File: config.mk
export PLATFORM = sky130hd
export DESIGN_NAME = mem_burst_master
export DESIGN_NICKNAME = d
export VERILOG_FILES = /design/src/rtl/mem_burst_master.sv
export SDC_FILE = /design/constraint.sdc
export NUM_CORES = 1
export LEC_CHECK = 0
export CELL_PAD_IN_SITES_DETAIL_PLACEMENT = 2
export CELL_PAD_IN_SITES_GLOBAL_PLACEMENT = 2
export CORE_MARGIN = 5
export CORE_UTILIZATION = 30
export DETAILED_ROUTE_END_ITERATION = 7
export PLACE_DENSITY_LB_ADDON = 0.1
export SYNTH_ARGS = -nofsm -noshare
export SYNTH_HDL_FRONTEND = slang
export SYNTH_SLANG_ARGS = --single-unit
File: constraint.sdc
create_clock -name in_clk -period 4.35 [get_ports in_clk]
set_input_delay 0.435 -clock in_clk [delete_from_list [all_inputs] [get_ports in_clk]]
set_output_delay 0.435 -clock in_clk [all_outputs]
set_load 0.02 [all_outputs]
File: src/rtl/mem_burst_master.sv
// Single-outstanding burst master: streams read words to a consumer, or fills a
// range of memory with one word, with a per-access completion timeout.
module mem_burst_master #(
    parameter int ADDR_BITS      = 16,
    parameter int WORD_BITS      = 16,
    parameter int LEN_BITS       = 16,
    parameter int TIMEOUT_CYCLES = 255
) (
    input  logic                 in_clk,
    input  logic                 in_rst,
    input  logic                 in_start,
    input  logic                 in_fill,
    input  logic [ADDR_BITS-1:0] in_addr,
    input  logic [LEN_BITS-1:0]  in_count,
    input  logic [WORD_BITS-1:0] in_fill_data,
    output logic                 out_mem_ready,
    output logic                 out_mem_write,
    output logic [ADDR_BITS-1:0] out_mem_addr,
    output logic [WORD_BITS-1:0] out_mem_data,
    input  logic                 in_mem_ready,
    input  logic [WORD_BITS-1:0] in_mem_data,
    output logic [WORD_BITS-1:0] out_word,
    output logic                 out_word_valid,
    input  logic                 in_word_ready,
    output logic                 out_busy,
    output logic                 out_finished,
    output logic                 out_error
);

    // state  | meaning
    // IDLE   | waiting for in_start
    // ISSUE  | request outstanding (or one gap cycle when out_mem_ready=0)
    // STREAM | read word held on out_word until the consumer accepts it
    // DONE   | one-cycle out_finished pulse
    // ERROR  | memory did not answer in time; one cycle before IDLE

    localparam int TO_BITS = (TIMEOUT_CYCLES > 1) ? $clog2(TIMEOUT_CYCLES) : 1;
    localparam logic [TO_BITS-1:0] TO_LOAD = TO_BITS'(TIMEOUT_CYCLES - 1);

    typedef enum logic [2:0] {IDLE, ISSUE, STREAM, DONE, ERROR} state_t;

    state_t               state;
    logic [LEN_BITS-1:0]  remaining;
    logic [TO_BITS-1:0]   timer;

    // out_mem_addr doubles as the current address and out_mem_write as the mode flag.
    always_ff @(posedge in_clk or negedge in_rst) begin
        if (!in_rst) begin
            state          <= IDLE;
            remaining      <= '0;
            timer          <= '0;
            out_mem_ready  <= 1'b0;
            out_mem_write  <= 1'b0;
            out_mem_addr   <= '0;
            out_mem_data   <= '0;
            out_word       <= '0;
            out_word_valid <= 1'b0;
            out_busy       <= 1'b0;
            out_finished   <= 1'b0;
            out_error      <= 1'b0;
        end else begin
            case (state)
                IDLE: begin
                    if (in_start) begin
                        out_error     <= 1'b0;
                        out_busy      <= 1'b1;
                        remaining     <= in_count;
                        out_mem_addr  <= in_addr;
                        out_mem_write <= in_fill;
                        out_mem_data  <= in_fill ? in_fill_data : '0;
                        timer         <= TO_LOAD;
                        if (in_count == '0) begin
                            state        <= DONE;
                            out_finished <= 1'b1;
                        end else begin
                            state         <= ISSUE;
                            out_mem_ready <= 1'b1;
                        end
                    end
                end
                ISSUE: begin
                    if (!out_mem_ready) begin
                        // gap cycle between fill writes
                        out_mem_ready <= 1'b1;
                        timer         <= TO_LOAD;
                    end else if (in_mem_ready) begin
                        out_mem_ready <= 1'b0;
                        if (out_mem_write) begin
                            remaining    <= remaining - 1'b1;
                            out_mem_addr <= out_mem_addr + 1'b1;
                            if (remaining == LEN_BITS'(1)) begin
                                state        <= DONE;
                                out_finished <= 1'b1;
                            end
                        end else begin
                            out_word       <= in_mem_data;
                            out_word_valid <= 1'b1;
                            state          <= STREAM;
                        end
                    end else if (timer == '0) begin
                        out_mem_ready <= 1'b0;
                        out_error     <= 1'b1;
                        state         <= ERROR;
                    end else begin
                        timer <= timer - 1'b1;
                    end
                end
                STREAM: begin
                    if (in_word_ready) begin
                        out_word_valid <= 1'b0;
                        remaining      <= remaining - 1'b1;
                        out_mem_addr   <= out_mem_addr + 1'b1;
                        if (remaining == LEN_BITS'(1)) begin
                            state        <= DONE;
                            out_finished <= 1'b1;
                        end else begin
                            state         <= ISSUE;
                            out_mem_ready <= 1'b1;
                            timer         <= TO_LOAD;
                        end
                    end
                end
                DONE: begin
                    out_finished <= 1'b0;
                    out_busy     <= 1'b0;
                    state        <= IDLE;
                end
                ERROR: begin
                    out_busy <= 1'b0;
                    state    <= IDLE;
                end
                default: state <= IDLE;
            endcase
        end
    end

endmodule

# After elaboration in Yosys (flattened, before gate mapping)
# Index checks and enable logic that the tools add are counted.
[classes]
add_sub_neg = 3
n_mux = 58
n_reduce_logical = 19
n_bitwise = 1
eq_ne = 20
[ops]
columns = ["cell", "count"]
rows = [
  ["two-way mux 16 bit", 11],
  ["one-hot mux 16 bit (3 select lines)", 2],
  ["two-way mux 8 bit", 6],
  ["one-hot mux 8 bit (3 select lines)", 1],
  ["two-way mux 1 bit", 23],
  ["!= test 2 bit, second input constant", 11],
  ["two-way mux 3 bit", 7],
  ["AND reduction 5 bit", 4],
  ["adder 16 x 1 -> 16 bit, second input constant", 1],
  ["equality test 16 x 1 -> 1 bit, second input constant", 1],
  ["logical NOT 16 bit", 1],
  ["subtractor 16 x 1 -> 16 bit, second input constant", 1],
  ["AND reduction 6 bit", 2],
  ["!= test 3 bit, second input constant", 3],
  ["one-hot mux 3 bit (3 select lines)", 1],
  ["logical NOT 8 bit", 1],
  ["subtractor 8 x 1 -> 8 bit, second input constant", 1],
  ["AND reduction 7 bit", 1],
  ["equality test 3 x 2 -> 1 bit, second input constant", 2],
  ["one-hot mux 1 bit (2 select lines)", 3],
  ["nonzero test 2 bit", 3],
  ["two-way mux 2 bit", 2],
  ["!= test 4 bit, second input constant", 1],
  ["one-hot mux 1 bit (4 select lines)", 1],
  ["10 further kinds", 11],
]
[totals]
wordCells = 113
regBits = 81
output_inout_bits = 54
in_bits = 70

# Depth between registers and ports, before layout
[logic_depth]
depth_word = 6
mapped_depth = 8
ltp_nobuf = 7

# Least setup slack after synthesis
# Ideal clock, no wire load.
[synth_path]
path_kind = "reg2reg"
start = "register remaining[2]"
end = "register remaining[15]"
arrival_time_ns = 1.993
period_less_slack_ns = 2.072
path_stages_with_launch = 6
setup_time_ns = 0.079
required_ns = 4.271
n_path_buf = 0
setup_slack_ns = 2.278
path_cell_list = "dfrtp_1 -> or4_4 -> or3_4 -> or4_4 -> a21oi_2 -> a2bb2oi_1"
[synth_between]
elab_chain_cells = 5
elab_cells_between_ends = 6
cone_classes = "1 x add/sub; 5 x mux"
[synth_lines]
columns = ["item", "line", "rtl"]
rows = [
  ["start, declared", "43", "logic [LEN_BITS-1:0] remaining;"],
  ["start signal, assigned", "67", "remaining <= in_count;"],
  ["start signal, assigned", "89", "remaining <= remaining - 1'b1;"],
  ["start signal, assigned", "111", "remaining <= remaining - 1'b1;"],
  ["subtractor 16 x 1 -> 16 bit (*)", "89, 111", ""],
  ["two-way mux 16 bit", "88", "if (out_mem_write) begin"],
  ["two-way mux 16 bit", "86", "end else if (in_mem_ready) begin"],
  ["two-way mux 16 bit", "82", "if (!out_mem_ready) begin"],
  ["one-hot mux 16 bit (3 select lines) (*)", "62", "case (state)"],
]
# Mark *: on every way between the ends. The rest lies on a longest branch, timed or not. The select of a mux whose other input is x is not followed.
# A chain may end at the register's enable or synchronous reset.

# Worst setup path after layout
[layout_path]
start = "register state[0]"
end = "register out_mem_addr[13]"
[layout_between]
elab_chain_cells = 3
elab_cells_between_ends = 11
cone_classes = "7 x eq/ne; 1 x mux; 3 x reduce/logical"
[layout_lines]
columns = ["item", "line", "rtl"]
rows = [
  ["start, declared", "42", "state_t state;"],
  ["start signal, assigned", "49", "state <= IDLE;"],
  ["start signal, assigned", "73", "state <= DONE;"],
  ["start signal, assigned", "76", "state <= ISSUE;"],
  ["equality test 3 x 1 -> 1 bit, or another cell as far along", "62", ""],
  ["!= test 2 bit (no source line) or nonzero test 3 bit (tied branches)", "n/a", ""],
  ["AND reduction 6 bit (no source line)", "n/a", ""],
  ["end signal, assigned", "68", "out_mem_addr <= in_addr;"],
  ["end signal, assigned", "90", "out_mem_addr <= out_mem_addr + 1'b1;"],
  ["end signal, assigned", "112", "out_mem_addr <= out_mem_addr + 1'b1;"],
  ["end, declared", "18", "output logic [ADDR_BITS-1:0] out_mem_addr,"],
]
# Several ways; a longest one is shown, not always the timed one.

==> run_results.csv <==
group,metric,value,unit
synthesis,synthCells,458,
placed_design,io_buffers,123,
route,dr.pass1.iters,4,
placed_design,finalWeightedCongestion,0.7818,
clock_tree,cts.repair.resized,0,
timing,setup_viol,0,
worst_hold_path,hp-class,"in2async",
power,peakVddDrop,305.6,uV
timing,slew_violations,0,
global_route,grt_use_met2,30.30,%
timing,skew,0.009439,ns
clock_tree,cts_buffers,9,
final_layout,num_antenna_cells,0,
power,powerDensity,788.3,nW/um^2
final_layout,fin_util,42.55,%
timing,hold_ws,0.2859,ns
global_route,grt_util_met1,22.51,%
final_layout,area_delta_synth_final,39.19,%
route,first_iter_violations,242,
timing,tightest_slew,1.162,ns
synthesis,synth.most_common_cell,"dfrtp_1",
clock_tree,clk_latency,0.34,ns
synthesis,synth_fp_nets,533,
timing,hold_viol,0,
power,total_leakage_power,2.324,nW
clock_tree,cts_tree,"yes",
synthesis,synth_cell_types,61,
floorplan,die_h,128.9,microns
synthesis,synth_edf_count,0,
synthesis,async_flop_share,100.0,%
global_route,track_usage,17.80,%
floorplan,initial_utilization,30.57,%
global_route,grt_use_met3,3.653,%
global_route,overflow,0,
final_layout,final_nets,648,
worst_setup_path,crit_required,4.61,ns
synthesis,yosys_most_used_dff,"dfrtp_1",
synthesis,synth_top_cells_by_count,"dfrtp_1 (81), nand2_1 (66), a21oi_1 (41)",
placed_design,dp_cells,742,
synthesis,yosysSeqAreaShare,47.77,%
timing,setup_slack,1.315,ns
floorplan,coreArea,13880,sq um
global_route,busiest_layer,"met2",
synthesis,syn_area,4243,sq um
route,drc_errors,0,
final_layout,fin_area,5906,sq um
synthesis,synth_top_area_share,47.77,%
timing,setup_tns,0,ns
synthesis,syn_avg_cell_area,9.264,sq um
placed_design,placed_area,5619,sq um
worst_setup_path,end_kind,"register",
route,viasPerCell,5.365,
global_route,antenna_found_initial,0,
clock_tree,clk_root_buffer_cell,"clkbuf_16",
route,ant_nets,0,
timing,rsz0062_at_grt,"no",
clock_tree,post_cts.repair.setup_buffers,0,
placed_design,hpwl,10440,microns
final_layout,drive_gt1_share,8.839,%
worst_setup_path,path_max_fanout,18,
power,design_power_total,4.655,mW
worst_setup_path,crit_type,"reg2reg",
timing,post-route-period-util,69.76,%
synthesis,synthTopCellsByArea,"dfrtp_1 (48%), nand2_1 (5.8%), a21oi_1 (4.8%)",
synthesis,synth-seq-cells,81,
final_layout,fin_cells,757,
placed_design,post-place-ws,1.185,ns
global_route,grt_pass1_wl,23590,microns
floorplan,pin_count,124,
worst_setup_path,start_kind,"register",
floorplan,die_area,16620,sq um
synthesis,ys.warnings.count,0,
route,via_count,4061,
route,wl_per_cell,19.38,microns
clock_tree,path_clk_slew,0.06,ns
worst_setup_path,worstPathArrival,3.30,ns
floorplan,die-width,128.9,microns
floorplan,row_count,43,
synthesis,synth_area_leader_cell,"dfrtp_1",
global_route,grt_max_degree,82,
clock_tree,holdBufCountCts,0,
timing,period_needed,3.035,ns
clock_tree,clock_sinks,81,
global_route,grt_pass1_vias,4479,
clock_tree,htreeDepth,3,
timing,slew_headroom,22.04,%
timing,max_freq,329.5,MHz
job,maxCapViolCount,0,
outcome,outcome,"completed",
clock_tree,cts_buffer_depth,2,
route,totalWireLength,14670,microns
[power by group]
| group | leakage (nW) | internal, mW | switching (mW) |
|---|---|---|---|
| Combinational | 1.24 | 1.08 | 1.40 |
| Sequential | 0.941 | 1.09 | 0.337 |
| Clock | 0.142 | 0.442 | 0.315 |
[logic make-up after synthesis]
logic type	share of synthesized area [%]
buffers and inverters	4.630
and+or+nand+nor	18.25
AOI/OAI and AO/OA	23.12
muxes	4.748
DFF	47.77
adders and majority gates	1.474
[final timing paths]
path                                  from          endpoint  slack, ns  cells past startpoint
min in group in_clk        out_mem_data[9]   out_mem_data[9]       0.48                      2
min                                 in_rst   out_mem_addr[0]       0.29                      1
max reg2reg                       state[0]  out_mem_addr[13]       1.32                      6
max in group asynchronous           in_rst      remaining[7]       3.37                      1
max                               state[0]  out_mem_addr[13]       1.32                      6
min reg2reg                out_mem_data[9]   out_mem_data[9]       0.48                      2
[metal layers]
metal  up-vias  wire (microns)
li1       1907               -
met1      2045            6556
met2        94            7106
met3        15             755
met4         0             250
met5         -               0
[cells in the final DEF (no fill, tap or decap), drive strengths merged, types with 5 or more instances in the layout]
| cell | count |
|---|---|
| a21oi | 42 |
| a2bb2oi | 13 |
| buf | 7 |
| clkbuf | 10 |
| clkdlybuf4s50 | 122 |
| dfrtp | 81 |
| ha | 5 |
| inv | 16 |
| mux2 | 17 |
| nand2 | 66 |
| nand2b | 5 |
| nand3 | 12 |
| nor2 | 31 |
| nor4 | 10 |
| o21ai | 42 |
| o22ai | 15 |
[final cells by class]
cell class                 count  area, sq um
fill                        1539         7975
multi-input combinational    336         2033
sequential                    81         2027
timing repair buffer         129         1274
clock buffer                  10        229.0
tap                          180        225.2
inverter                      16        60.06
clock inverter                 5        57.56
[flip-flops by register name (all words and copies together) (netlist names)]
signal	count
out_finished	1
timer	8
out_error	1
out_mem_write	1
out_word_valid	1
out_mem_addr	16
out_mem_data	16
state	3
out_busy	1
out_word	16
out_mem_ready	1
remaining	16
[worst max-delay path: stages, from the launching register on]
cell      delay [ns]
dfrtp_1         0.69
nor2b_1         0.21
a221oi_1        0.63
o311a_1         0.78
buf_4           0.37
a21oi_1         0.12
a21oi_1         0.15
Note: power is estimated with default switching activity, not from simulation.
